**src/rtl/uart_pkg.sv**
```systemverilog
// Shared UART definitions: receiver state encodings and oversampling sample points.
package uart_pkg;

  // Receiver states, 3-bit encoding shared by all UART blocks.
  typedef enum logic [2:0] {
    ST_IDLE      = 3'd0,
    ST_START     = 3'd1,
    ST_DATA      = 3'd2,
    ST_STOP      = 3'd3,
    ST_WAIT_HIGH = 3'd4
  } uart_state_e;

  // Sample-counter values (16x oversampling) at which the line is evaluated.
  localparam logic [3:0] SMP_MID = 4'd7;   // middle of the start bit
  localparam logic [3:0] SMP_END = 4'd15;  // one full bit period later

  // Index of the last data bit in an 8N1 frame.
  localparam logic [2:0] LAST_BIT = 3'd7;

  // True on the oversampling tick that lands on a given sample point.
  function automatic logic at_sample(input logic       tick,
                                     input logic [3:0] cnt,
                                     input logic [3:0] point);
    return tick && (cnt == point);
  endfunction

endpackage

```
**src/rtl/uart_baud_tick.sv**
```systemverilog
// 16x oversampling tick generator: counts 0..OVS_DIV-1, ticks on the last count.
module uart_baud_tick #(
  parameter int unsigned OVS_DIV = 27
) (
  input  logic clk_in,
  input  logic reset,
  input  logic clr,
  output logic tick
);

  localparam int CW = (OVS_DIV > 1) ? $clog2(OVS_DIV) : 1;
  localparam logic [CW-1:0] LAST = CW'(OVS_DIV - 1);

  logic [CW-1:0] r_cnt;

  assign tick = (r_cnt == LAST);

  // Free-running divider; clr realigns it to the start of a frame.
  always_ff @(posedge clk_in or negedge reset) begin
    if (!reset) begin
      r_cnt <= '0;
    end else if (clr || tick) begin
      r_cnt <= '0;
    end else begin
      r_cnt <= r_cnt + 1'b1;
    end
  end

endmodule

```
**src/rtl/uart_rx_ctrl.sv**
```systemverilog
// 8N1 UART receiver with 16x oversampling and a single-entry output holding stage.
//
//   state       | meaning
//   ------------+---------------------------------------------------------
//   IDLE        | line idle, waiting for rxs to fall
//   START       | checking mid start bit; high there means a glitch
//   DATA        | sampling 8 data bits, one per 16 ticks, LSB first
//   STOP        | sampling the stop bit; low means framing error
//   WAIT_HIGH   | after a framing error, waiting for the line to go idle
module uart_rx_ctrl
  import uart_pkg::*;
#(
  parameter int unsigned OVS_DIV = 27
) (
  input  logic       clk_in,
  input  logic       reset,
  input  logic       data_in,
  input  logic       rx_ready,
  output logic       rx_valid,
  output logic [7:0] rx_data,
  output logic       frame_err,
  output logic       overrun,
  output logic       busy
);

  uart_state_e r_state, w_state_nxt;

  logic       r_sync1, r_rxs;
  logic [3:0] r_sample;
  logic [2:0] r_bit_cnt;
  logic [7:0] r_shift;
  logic [7:0] r_rx_data;
  logic       r_rx_valid, r_frame_err, r_overrun;

  logic w_tick;
  logic w_clr_tick, w_clr_sample, w_clr_bits;
  logic w_shift, w_done, w_ferr;

  uart_baud_tick #(.OVS_DIV(OVS_DIV)) u_baud_tick (
    .clk_in (clk_in),
    .reset  (reset),
    .clr    (w_clr_tick),
    .tick   (w_tick)
  );

  // Two-flop synchronizer for the asynchronous serial line (idles high).
  always_ff @(posedge clk_in or negedge reset) begin
    if (!reset) begin
      r_sync1 <= 1'b1;
      r_rxs   <= 1'b1;
    end else begin
      r_sync1 <= data_in;
      r_rxs   <= r_sync1;
    end
  end

  // State register.
  always_ff @(posedge clk_in or negedge reset) begin
    if (!reset) begin
      r_state <= ST_IDLE;
    end else begin
      r_state <= w_state_nxt;
    end
  end

  // Next-state logic and per-cycle datapath controls.
  always_comb begin
    w_state_nxt  = r_state;
    w_clr_tick   = 1'b0;
    w_clr_sample = 1'b0;
    w_clr_bits   = 1'b0;
    w_shift      = 1'b0;
    w_done       = 1'b0;
    w_ferr       = 1'b0;
    unique case (r_state)
      ST_IDLE: begin
        if (!r_rxs) begin
          w_state_nxt  = ST_START;
          w_clr_tick   = 1'b1;
          w_clr_sample = 1'b1;
          w_clr_bits   = 1'b1;
        end
      end
      ST_START: begin
        if (at_sample(w_tick, r_sample, SMP_MID)) begin
          if (r_rxs) begin
            w_state_nxt = ST_IDLE;
          end else begin
            w_state_nxt  = ST_DATA;
            w_clr_sample = 1'b1;
          end
        end
      end
      ST_DATA: begin
        if (at_sample(w_tick, r_sample, SMP_END)) begin
          w_shift = 1'b1;
          if (r_bit_cnt == LAST_BIT) begin
            w_state_nxt = ST_STOP;
          end
        end
      end
      ST_STOP: begin
        if (at_sample(w_tick, r_sample, SMP_END)) begin
          if (r_rxs) begin
            w_state_nxt = ST_IDLE;
            w_done      = 1'b1;
          end else begin
            w_state_nxt = ST_WAIT_HIGH;
            w_ferr      = 1'b1;
          end
        end
      end
      ST_WAIT_HIGH: begin
        if (r_rxs) begin
          w_state_nxt = ST_IDLE;
        end
      end
      default: begin
        w_state_nxt = ST_IDLE;
      end
    endcase
  end

  // Sample counter: advances once per tick; clearing wins over the tick.
  always_ff @(posedge clk_in or negedge reset) begin
    if (!reset) begin
      r_sample <= 4'd0;
    end else if (w_clr_sample) begin
      r_sample <= 4'd0;
    end else if (w_tick) begin
      r_sample <= r_sample + 4'd1;
    end
  end

  // Bit counter and shift register: bits enter at the MSB, so the first
  // (LSB) bit ends up in bit 0 after eight shifts.
  always_ff @(posedge clk_in or negedge reset) begin
    if (!reset) begin
      r_bit_cnt <= 3'd0;
      r_shift   <= 8'h00;
    end else begin
      if (w_clr_bits) begin
        r_bit_cnt <= 3'd0;
      end else if (w_shift) begin
        r_bit_cnt <= r_bit_cnt + 3'd1;
      end
      if (w_shift) begin
        r_shift <= {r_rxs, r_shift[7:1]};
      end
    end
  end

  // Holding stage: a completed byte is dropped only when the old one is
  // still pending and not being taken in this same cycle.
  always_ff @(posedge clk_in or negedge reset) begin
    if (!reset) begin
      r_rx_data   <= 8'h00;
      r_rx_valid  <= 1'b0;
      r_frame_err <= 1'b0;
      r_overrun   <= 1'b0;
    end else begin
      r_frame_err <= w_ferr;
      r_overrun   <= 1'b0;
      if (w_done) begin
        if (r_rx_valid && !rx_ready) begin
          r_overrun <= 1'b1;
        end else begin
          r_rx_data  <= r_shift;
          r_rx_valid <= 1'b1;
        end
      end else if (r_rx_valid && rx_ready) begin
        r_rx_valid <= 1'b0;
      end
    end
  end

  assign rx_valid  = r_rx_valid;
  assign rx_data   = r_rx_data;
  assign frame_err = r_frame_err;
  assign overrun   = r_overrun;
  assign busy      = (r_state != ST_IDLE);

endmodule

```
**config.mk**
```make
export PLATFORM = sky130hd
export DESIGN_NAME = uart_rx_ctrl
export DESIGN_NICKNAME = d
export VERILOG_FILES = /design/src/rtl/uart_pkg.sv /design/src/rtl/uart_baud_tick.sv /design/src/rtl/uart_rx_ctrl.sv
export SDC_FILE = /design/constraint.sdc
export NUM_CORES = 1
export LEC_CHECK = 0
export ABC_AREA = 1
export BUFFER_PORTS_ARGS = -buffer_cell sky130_fd_sc_hd__buf_2
export CORE_ASPECT_RATIO = 0.8
export CORE_MARGIN = 2
export CORE_UTILIZATION = 35
export CTS_BUF_LIST = sky130_fd_sc_hd__clkbuf_16
export CTS_CLUSTER_DIAMETER = 40
export DETAILED_ROUTE_END_ITERATION = 10
export MAX_ROUTING_LAYER = met4
export SYNTH_ARGS = -nofsm -noshare
export SYNTH_HDL_FRONTEND = slang
export SYNTH_SLANG_ARGS = --single-unit
```
**constraint.sdc**
```tcl
create_clock -name clk_in -period 3.5 [get_ports clk_in]
set_input_delay 0.175 -clock clk_in [delete_from_list [all_inputs] [get_ports clk_in]]
set_output_delay 0.175 -clock clk_in [all_outputs]
set_load 0.01 [all_outputs]
```
; ---- After elaboration in Yosys (flattened, before gate mapping)
; Index checks and enable logic that the tools add are counted.
[totals]
regBits = 36
in_bits = 4
out_inout_bits = 12
wordCells = 74
[classes]
addsub = 3
eq_ne = 15
muxes = 30
bitwise = 1
n_reduce_logical = 14
[ops]
columns = operator, n
row1 = $mux W3, 9
row2 = $mux W1, 15
row3 = $pmux W3 S5, 1
row4 = $ne A2 B2 Y1 const B, 7
row5 = $mux W4, 2
row6 = $eq A3 B2 Y1 const B, 2
row7 = $eq A3 B3 Y1 const B, 2
row8 = $reduce_and A6 Y1, 1
row9 = $reduce_bool A2 Y1, 3
row10 = $add A5 B1 Y5 const B, 1
row11 = $eq A5 B5 Y1 const B, 1
row12 = $mux W5, 1
row13 = $add A4 B1 Y4 const B, 1
row14 = $eq A4 B3 Y1 const B, 1
row15 = $eq A4 B4 Y1 const B, 1
row16 = $logic_and A1 B1 Y1, 4
row17 = $reduce_and A2 Y1, 2
row18 = $add A3 B1 Y3 const B, 1
row19 = $eq A3 B1 Y1 const B, 1
row20 = $logic_not A3 Y1, 1
row21 = $reduce_bool A3 Y1, 1
row22 = $mux W2, 1
row23 = $pmux W1 S2, 1
row24 = $logic_not A1 Y1, 1
row25 = 2 further kinds, 2

; ---- Depth between registers and ports, before layout
[depth]
depth_word = 6
mapped_depth = 10
ltp_nobuf = 9

; ---- By module
; Synthesis repeated with hierarchy kept, for this count alone.
[hier_totals]
cells_unflattened = 183
area_unflattened_um2 = 1657.8
[modules_own_cells]
columns = module, n_inst, cells_each, area_per_inst_um2, seq_area_each_um2
row1 = uart_rx_ctrl, 1, 152, 1397.6, 778.2
row2 = uart_baud_tick, 1, 31, 260.2, 125.1

; ---- Worst setup path before layout
; No wires, ideal clock.
[synth_timing]
kind = flip-flop to flip-flop
from = register u_baud_tick.r_cnt[0]
to = register r_rx_data[6] (netlist: rx_data[6])
setup_time_ns = 0.118
arrival_ns = 1.399
required_time_ns = 3.382
slack_ns = 1.983
path_stages_with_launch = 11
path_buffers = 1
period_less_slack_ns = 1.517
cell_sequence = dfrtp_1 -> inv_1 -> ha_1 -> nand2_2 -> nor2_8 -> nand2_4 -> nor2_4 -> nand3_4 -> buf_6 -> nand2_1 -> o21ai_2
[synth_via]
elab_chain_cells = 5
[synth_rtl]
columns = element, line_no
row1 = start: declaration, uart_baud_tick.sv:14  ; logic [CW-1:0] r_cnt;
row2 = start signal: assignment, uart_baud_tick.sv:25  ; r_cnt <= r_cnt + 1'b1;
row3 = $eq A5 B5 Y1, uart_baud_tick.sv:16  ; assign tick = (r_cnt == LAST);
row4 = $logic_and A1 B1 Y1, uart_pkg.sv:24  ; return tick && (cnt == point);
row5 = $mux W1, uart_rx_ctrl.sv:103  ; if (at_sample(w_tick, r_sample, SMP_END)) begin
row6 = $mux W1, uart_rx_ctrl.sv:75  ; unique case (r_state)
row7 = $reduce_and A2 Y1 (no line), -
row8 = end signal: assignment, uart_rx_ctrl.sv:168  ; r_rx_data <= r_shift;
row9 = end: declaration, uart_rx_ctrl.sv:32  ; logic [7:0] r_rx_data;
; No other way between the ends.
; A chain may end at the register's enable or synchronous reset.

; ---- Worst setup path after layout
[layout_timing]
from = register u_baud_tick.r_cnt[0]
to = register r_bit_cnt[0]
[layout_via]
elab_chain_cells = 5
[layout_rtl]
columns = element, line_no
row1 = $eq A5 B5 Y1, uart_baud_tick.sv:16
row2 = $logic_and A1 B1 Y1, uart_pkg.sv:24
row3 = $mux W1, uart_rx_ctrl.sv:95  ; if (at_sample(w_tick, r_sample, SMP_END)) begin
row4 = $mux W1, uart_rx_ctrl.sv:75
row5 = $reduce_bool A2 Y1 (no line), -
row6 = end signal: assignment, uart_rx_ctrl.sv:145  ; r_bit_cnt <= r_bit_cnt + 3'd1;
row7 = end: declaration, uart_rx_ctrl.sv:30  ; logic [2:0] r_bit_cnt;
; No other way between the ends.

==> key figures <==
Pwr
  • Power Total: 0.8480 mW
  • Power density cells: 440.4 nW/um^2
  • Peak VDD IR: 0.0002347 V
  • Leakage power: 0.9669 nW

Critical path
  • RR Endpoint: r_bit_cnt[0]$_DFFE_PN0P_
  • CP Launch Type: register
  • Req. time, crit path: roughly 3.7 ns
  • FF-to-FF Start: u_baud_tick.r_cnt[0]$_DFF_PN0_
  • Kind of critical path: reg -> reg
  • CP max-delay cell: nand3_1
  • Worst EP arrival: 2.14 ns
  • Setup crit end: r_bit_cnt[0]$_DFFE_PN0P_
  • Cells on worst reg2reg path: 7
  • Reg-to-reg slack, setup: 1.56 ns
  • Critical path peak fanout: 21
  • Max incr delay on CP: 0.52 ns
  • Element type at the critical path end: register
  • Worst-path cell chain: inv_1, ha_1, nand2_2, nor2_8, nand3_1, xor2_1, nor2_1
  • Crit path launch: u_baud_tick.r_cnt[0]$_DFF_PN0_

Placement
  • HPWL Detailed: 1914 um
  • Dpl cells: 243
  • Port Buffers: 15
  • GP Congestion: 0.7995

Die
  • Die X: 80.72 um
  • # rows: 22
  • Die Y: 65.37 um
  • Area of the core: 4569 sq um
  • Die area: ~5300 sq um
  • Ports: 16
  • Initial core utilization: 36.06%

Timing
  • Fin Setup TNS: 0 ns
  • Worst-margin pin slew: 0.7808 ns
  • Final Hold Vio Count: 34
  • Setup violations, final: 0
  • Slew Limit Fails: 0
  • Fin crit share: 55.30%
  • Hold slack: -0.02368 ns
  • Relative slew slack: 47.95%
  • RSZ-0062 raised after global routing: false
  • Setup Skew: about 0.0048 ns
  • Max Clk Rate: about 520 MHz
  • Post-layout minimum cycle time: about 1.9 ns

Yosys
  • Sequential element share of the synthesized area: approximately 55%
  • Synth area leader: dfrtp_1
  • Cell variety after synth: 28
  • Yosys Warn Count: 0
  • Avg Cell Area, Syn: 9.636 sq um
  • Post-Syn Area: 1648 sq um
  • Area fraction of the dominant cell type after synthesis: 51.63%
  • Cells after Synth: 171
  • Synth Register Bits: 36
  • Post-synth net total: 180
  • Largest cells by area after synthesis: dfrtp_1, nand2_1, o21ai_2

Routing
  • Routed length per instance: ~11 um
  • 1st-iter DRT viols: 60
  • DRC Markers: 0
  • Post-DR vias/cell: between 4 and 5
  • Post-Route WL: 2718 um
  • Antenna-violating nets left: 0
  • First drt pass iteration count: 4
  • Vias: 1120

Status
  • Status: finished, violations left
  • Failing checks: negative hold slack

GRT
  • Tot GR Track Use: 13.43%
  • Largest net degree at the start of global routing: 37
  • First-pass GRT wire length: 5106 um
  • Total gr overflow: 0
  • Vias in the first global route: between 1000 and 1500
  • Initial antenna violation count: 0

Layout
  • Final #Nets: 200
  • Area Growth Syn to Fin: 16.86%
  • Leading cell types in the layout, fill and taps excluded: nand2_1, dfrtp_1, inv_1
  • Diode count: 0
  • Cell Count, Final, Fillers Out: 252
  • Fraction of layout cells with a size suffix above 1: 23.96%
  • Final core occ: 42.14%

Clocking
  • Clock latency on the worst-skew pair: 0.28 ns
  • Num CTS Buffers: 5
  • Clock slew seen by the registers of the worst setup and hold paths: 0.05 ns
  • CTS Sinks: 36
  • CTS root buf: clkbuf_16
  • Postcts setup bufs: 0
  • TritonCTS clock tree: yes
  • H-tree levels: 2
  • CTS max path bufs: 2

Min path
  • Worst min path class: in -> async

Run
  • Max-Cap Viols: 0
## critical path: cells and delay by family (launching register included)
family,cells,cell delay [ns]
simple gates,4,0.91
flops,1,0.40
xor+xnor,1,0.32
fa+ha+maj,1,0.17
buf+inv,1,0.07
## cell usage after synthesis (all sizes together)
library cell and instances:
nand3 12, nor4 1, nor3 3, clkbuf 1
xor2 5, nand4 6, nand2 37, dfstp 2
inv 21, a21oi 2, dfrtp 34, or2 1
ha 5, o21bai 1, buf 2, nor2 18
o21ai 20
## worst min path at each step
stage,startpoint,to,slack (ns),cells after the start
finish,reset,r_state[0]$_DFFE_PN0P_,-0.02,1
global placement,data_in,r_sync1$_DFF_PN1_,0.28,1
floorplan,reset,frame_err$_DFF_PN0_,-0.12,0
global route,reset,rx_data[0]$_DFFE_PN0P_,0.06,1
detailed placement,data_in,r_sync1$_DFF_PN1_,0.28,1
CTS,reset,overrun$_DFF_PN0_,0.01,1
## registers in the layout, summed over array words and instances (netlist names)
name               cells
r_state                3
u_baud_tick.r_cnt      5
r_sample               4
r_rxs                  1
rx_valid               1
r_sync1                1
overrun                1
r_bit_cnt              3
frame_err              1
r_shift                8
rx_data                8
## layer usage
layer,track usage [%],wire length (um),vias up
met5,-,0,-
met4,8.898,91,0
met3,3.709,103,7
met2,17.81,1068,17
met1,17.82,1454,503
li1,-,-,593
## cell families after synthesis
kind of cell / after synthesis / synth area share [%]
AND/OR/NAND/NOR: 78 / 23.54
flip-flops: 36 / 54.82
XOR/XNOR: 5 / 2.657
adder cells (fa/ha/maj): 5 / 3.797
buffers and inverters: 24 / 5.998
AO/OA/AOI/OAI: 23 / 9.188
## power by group
part	switching (mW)	total [mW]	leakage (nW)	internal (mW)
clock	0.159	0.416	0.0762	0.257
combinational	0.00951	0.0121	0.419	0.00257
sequential	0.00142	0.420	0.471	0.419
total	0.170	0.848	0.967	0.678
## stage by stage
stage	worst slack (ns)	instance area, sq um
finish	1.565	1926
global route	1.322	1926
CTS	1.554	1926
detailed placement	1.552	1778
global placement	1.598	1778
floorplan	1.983	1648
## area by class of cell
class,count,area [sq um]
multi-input cells,111,645.6
repair buffers,16,85.08
inverters,21,78.83
flip-flops and latches,36,903.4
clock inverters,3,12.51
fillers,452,2644
well taps,60,75.07
clock buffers,5,125.1
## repair_timing
action,in CTS,in global routing
resized for setup,0,0
hold buffers,1,0
hold endpoints to repair,1,0
(Power assumes the default switching activity.)
